==> src/rtl/shift_pkg.sv <==
// Shared constants and state type for the universal shift register.
package shift_pkg;

    localparam logic [1:0] MODE_SERIAL = 2'b00;
    localparam logic [1:0] MODE_ROTATE = 2'b01;
    localparam logic [1:0] MODE_ARITH  = 2'b10;
    localparam logic [1:0] MODE_ZERO   = 2'b11;

    typedef enum logic {
        S_IDLE = 1'b0,
        S_RUN  = 1'b1
    } state_t;

endpackage

==> src/rtl/shift_step.sv <==
// One-position shift of a WIDTH-bit word with selectable fill bit.
module shift_step
    import shift_pkg::*;
#(
    parameter int unsigned WIDTH = 8
) (
    input  logic [WIDTH-1:0] cur,
    input  logic             direction,
    input  logic [1:0]       mode,
    input  logic             data,
    output logic [WIDTH-1:0] nxt,
    output logic             out_bit
);

    logic fill;

    // Pick the departing bit, the fill bit for the vacated end, and form the shifted word.
    always_comb begin
        out_bit = direction ? cur[WIDTH-1] : cur[0];
        fill    = 1'b0;
        case (mode)
            MODE_SERIAL: fill = data;
            MODE_ROTATE: fill = out_bit;
            MODE_ARITH:  fill = direction ? 1'b0 : cur[WIDTH-1];
            default:     fill = 1'b0;
        endcase
        if (direction) begin
            nxt = {cur[WIDTH-2:0], fill};
        end else begin
            nxt = {fill, cur[WIDTH-1:1]};
        end
    end

endmodule

==> src/rtl/univ_shift_reg.sv <==
// WIDTH-bit universal shift register: parallel load, single-step shift and multi-step runs.
module univ_shift_reg
    import shift_pkg::*;
#(
    parameter  int unsigned WIDTH = 8,
    localparam int unsigned CNT_W = $clog2(WIDTH + 1)
) (
    input  logic             clk,
    input  logic             reset,
    input  logic             load,
    input  logic             data,
    input  logic             direction,
    input  logic [1:0]       mode,
    input  logic             pload,
    input  logic [WIDTH-1:0] pdata,
    input  logic             start,
    input  logic [CNT_W-1:0] amount,
    output logic [WIDTH-1:0] out,
    output logic             sout,
    output logic             busy,
    output logic             done
);

    state_t           state;
    logic [CNT_W-1:0] cnt;
    logic             dir_q;
    logic [1:0]       mode_q;

    logic             step_dir;
    logic [1:0]       step_mode;
    logic [WIDTH-1:0] step_nxt;
    logic             step_bit;

    // A run uses the direction/mode latched at start; single-step load uses live inputs.
    assign step_dir  = (state == S_RUN) ? dir_q  : direction;
    assign step_mode = (state == S_RUN) ? mode_q : mode;

    shift_step #(
        .WIDTH(WIDTH)
    ) u_step (
        .cur      (out),
        .direction(step_dir),
        .mode     (step_mode),
        .data     (data),
        .nxt      (step_nxt),
        .out_bit  (step_bit)
    );

    // Control FSM with counter; out, sout, busy and done are all registered here.
    always_ff @(posedge clk or posedge reset) begin
        if (reset) begin
            state  <= S_IDLE;
            cnt    <= '0;
            dir_q  <= 1'b0;
            mode_q <= MODE_SERIAL;
            out    <= '0;
            sout   <= 1'b0;
            busy   <= 1'b0;
            done   <= 1'b0;
        end else begin
            done <= 1'b0;
            case (state)
                S_IDLE: begin
                    if (pload) begin
                        out <= pdata;
                    end else if (start) begin
                        if (amount == '0) begin
                            done <= 1'b1;
                        end else begin
                            dir_q  <= direction;
                            mode_q <= mode;
                            cnt    <= amount;
                            busy   <= 1'b1;
                            state  <= S_RUN;
                        end
                    end else if (load) begin
                        out  <= step_nxt;
                        sout <= step_bit;
                    end
                end
                S_RUN: begin
                    out  <= step_nxt;
                    sout <= step_bit;
                    cnt  <= cnt - CNT_W'(1);
                    if (cnt == CNT_W'(1)) begin
                        busy  <= 1'b0;
                        done  <= 1'b1;
                        state <= S_IDLE;
                    end
                end
                default: state <= S_IDLE;
            endcase
        end
    end

endmodule
==> config.mk <==
export PLATFORM = sky130hd
export DESIGN_NAME = univ_shift_reg
export DESIGN_NICKNAME = d
export VERILOG_FILES = /design/src/rtl/shift_pkg.sv /design/src/rtl/shift_step.sv /design/src/rtl/univ_shift_reg.sv
export SDC_FILE = /design/constraint.sdc
export NUM_CORES = 1
export LEC_CHECK = 0
export CORE_MARGIN = 10
export CORE_UTILIZATION = 42
export CTS_CLUSTER_DIAMETER = 30
export CTS_CLUSTER_SIZE = 40
export DETAILED_ROUTE_END_ITERATION = 16
export GPL_TIMING_DRIVEN = 0
export PLACE_DENSITY = 0.76
export RECOVER_POWER = 50
export SYNTH_ARGS = -nofsm -noshare
export SYNTH_HDL_FRONTEND = slang
export SYNTH_SLANG_ARGS = --single-unit
==> constraint.sdc <==
create_clock -name clk -period 1.4 [get_ports clk]
set_clock_uncertainty 0.1 [all_clocks]
set_input_delay 0.28 -clock clk [delete_from_list [all_inputs] [get_ports clk]]
set_output_delay 0.28 -clock clk [all_outputs]
set_load 0.03 [all_outputs]
==> metrics <==
Residual DRC=0; # fillers=213; sequential-to-total area share from yosys stat=42.4%; Internal=2.05 mW; f_max=0.618 GHz; Die H=71.7 um; violated checks=setup timing; post-route insts no fill=185; antenna cell count=0; Register Area=477 um^2; final setup vio count=13; max-slew violations=0; cell area after technology mapping=1120 um^2; CTS Buffer Depth=2; nets=179; fraction of layout cells with a size suffix above 1=32.3%; Port Buf Inserts=31; Fin Hold WS=~91 ps; Antenna Nets Post-Route=0; Max-Cap Viols=0; combinational power share=61.6%; Placed Cells=around 170; Total GRT Usage=11.2%; vias in the first global route=1077; switching share of power=a little over two fifths; RSZ-0062 raised after global routing=true; cell mode on critical path=mux2i_4; CTS tree=yes; status=finished with violations; CP Class=flop to flop; Hold Buf Count CTS=0; vias per cell=approximately 5.4; register bit total from synthesis=19; sum of negative setup slack=-2070 ps; drt first-iter violations=38; CTS buffer count=3; Initial Utilization=44.4%; die width=slightly above 70 um; Setup crit end kind=flop; multi-input logic area=656 um^2; CORE AREA=approximately 2500 um^2; Worst EP arrival=1720 ps; Worst-Skew Late Latency=a little under 300 ps; largest net degree at the start of global routing=20; share of power burned in registers=30.8%; WL final=around 3000 um; Slew headroom=53.8%; first-pass GRT wire length=between 4000 and 5000 um; Detailed Routing Iterations Pass 1=4; Post-DP HPWL=2190 um; final hold vios=0; H-tree depth=1; Leak Pwr=approximately 0.77 nW; worst slew pin tran=693 ps; Syn Nets=134; final worst slack=-219 ps; Post-Route Utilization=63.5%; Syn Area/Cell=10.1 um^2; CP max stage delay=390 ps; CTS Root Cell=clkbuf_4; clock-pin slew on the worst setup and hold paths=110 ps; initial antenna violation count=0; maximum fanout along the worst path=7; clk sinks=19; area grow syn2layout=42.9%; crit-path cells=buf_8 -> mux2i_4 -> buf_6 -> mux2i_4 -> a211oi_2 -> a21o_1; num rows=18; Critical Path Source Type=flop; critical path required time=1500 ps; number of library cell types mapped by synthesis=32; die area=about 5100 um^2; hold crit path type=input port to flop; Final min period=1620 ps; num ports=32; vias=about 990; Power Dens Cells=2270 nW/um^2; net load switching power=about 1.6 mW; Tcrit/Tclk final=116%; Max VDD drop=0.00125 V; Clock power frac=7.6%; Synth Warn #=0; post-detailed-route wirelength per cell=16.0 um; slowest CP cell=dfrtp_1; GP Congestion=0.796; gr ovfl total=0; Cells after Synth=111
-- cells by family after synthesis --
family / share of synthesized area [%]
XOR/XNOR: 1.56
flip-flops: 42.4
buffers and inverters: 6.03
adder cells (fa/ha/maj): 2.23
multiplexers: 15.0
AO/OA/AOI/OAI: 18.2
AND/OR/NAND/NOR: 14.6
-- power groups by stage --
stage	clock network [mW]	logic (mW)	registers, mW
after floorplan	0	1.12	1.35
after global placement	0	1.97	1.08
after detailed placement	0	2.03	1.10
after CTS	0.283	2.15	1.09
after global routing	0.315	2.43	1.16
final	0.278	2.24	1.12
-- per-stage QoR --
step / worst slack, ps / total power [mW] / cell area (um^2)
6_report: -219 / 3.63 / 1600
3_3_place_gp: -651 / 3.05 / 1490
4_1_cts: -214 / 3.53 / 1570
3_5_place_dp: -662 / 3.12 / 1490
5_1_grt: -288 / 3.90 / 1600
2_1_floorplan: -185 / 2.47 / 1140
-- cell usage in the layout, fill, tap and decap left out, drive strengths merged, types with 2 or more instances in the layout --
cell and n:
a22oi 4, dfrtp 19, a211oi 7, clkbuf 8
nand2 10, ha 2, inv 6, mux2 5
xor2 2, a21o 6, nor3 3, buf 23
nor2b 5, mux2i 10, o21ai 6, dlygate4sd2 2
nor2 9, clkdlybuf4s50 13
-- synth_stat cells --
| master | count | share of area (%) |
|---|---|---|
| a211o_1 | 1 | 0.78 |
| a211oi_1 | 7 | 4.7 |
| a21o_1 | 6 | 4.0 |
| a21oi_1 | 1 | 0.45 |
| a221o_1 | 1 | 0.89 |
| a22oi_1 | 4 | 2.7 |
| a31oi_1 | 1 | 0.56 |
| and2_1 | 1 | 0.56 |
| and3_1 | 1 | 0.56 |
| buf_2 | 1 | 0.45 |
| buf_4 | 1 | 0.67 |
| buf_6 | 1 | 1.0 |
| clkbuf_1 | 2 | 0.67 |
| clkbuf_8 | 1 | 1.2 |
| dfrtp_1 | 19 | 42 |
| ha_1 | 2 | 2.2 |
| inv_1 | 6 | 2.0 |
| mux2_2 | 2 | 2.0 |
| mux2_4 | 3 | 4.0 |
| mux2i_1 | 10 | 8.9 |
| nand2_1 | 10 | 3.3 |
| nand2b_1 | 1 | 0.56 |
| nand4bb_1 | 1 | 1.0 |
| nor2_1 | 9 | 3.0 |
| nor2b_1 | 5 | 2.8 |
| nor3_1 | 2 | 0.89 |
| nor3_2 | 1 | 0.89 |
| o21a_1 | 1 | 0.67 |
| o21ai_0 | 6 | 2.7 |
| o32ai_1 | 1 | 0.78 |
| or4_4 | 1 | 1.0 |
| xor2_1 | 2 | 1.6 |
-- layout make-up --
cell class / count / area share (%)
well taps: 30 / 2.34
plain buffers: 5 / 3.36
multi-input cells: 80 / 40.9
clock buffers: 3 / 1.41
inverters: 6 / 1.41
repair buffers: 41 / 20.5
flip-flops and latches: 19 / 29.8
clock inverters: 1 / 0.312
-- registers in the layout (all words and copies together) (netlist names) --
register,flops
cnt,4
done,1
busy,1
out,8
sout,1
mode_q,2
state,1
dir_q,1
-- metal layers --
layer	vias up	GRT usage [%]	share of wire [%]
li1	485	-	-
met1	475	13.0	43
met2	31	18.8	47
met3	2	3.72	8.8
met4	0	4.09	0.91
met5	-	0	0
-- final timing paths --
path | cells after the start | slack (ps) | to | startpoint
setup / recovery | 6 | -220 | out[3] | state
hold reg to reg | 1 | 410 | busy | busy
hold / removal | 3 | 90 | cnt[3] | amount[3]
setup reg to reg | 6 | -220 | out[3] | state
max in group asynchronous | 2 | 300 | out[4] | reset
min in group asynchronous | 2 | 420 | out[5] | reset
-- worst max-delay path, delay by kind of cell, from the launching register on --
family	cells	cell delay [ps]
AO/OA/AOI/OAI	2	240
flip-flops	1	390
buffers and inverters	2	310
multiplexers	2	490
-- what timing repair did --
action	in CTS	in global routing
cloned	1	0
resized for setup	69	20
endpoints found under the setup margin	29	21
setup buffers	6	3
pin swaps	2	3
Power figures use the tool's default switching activity.
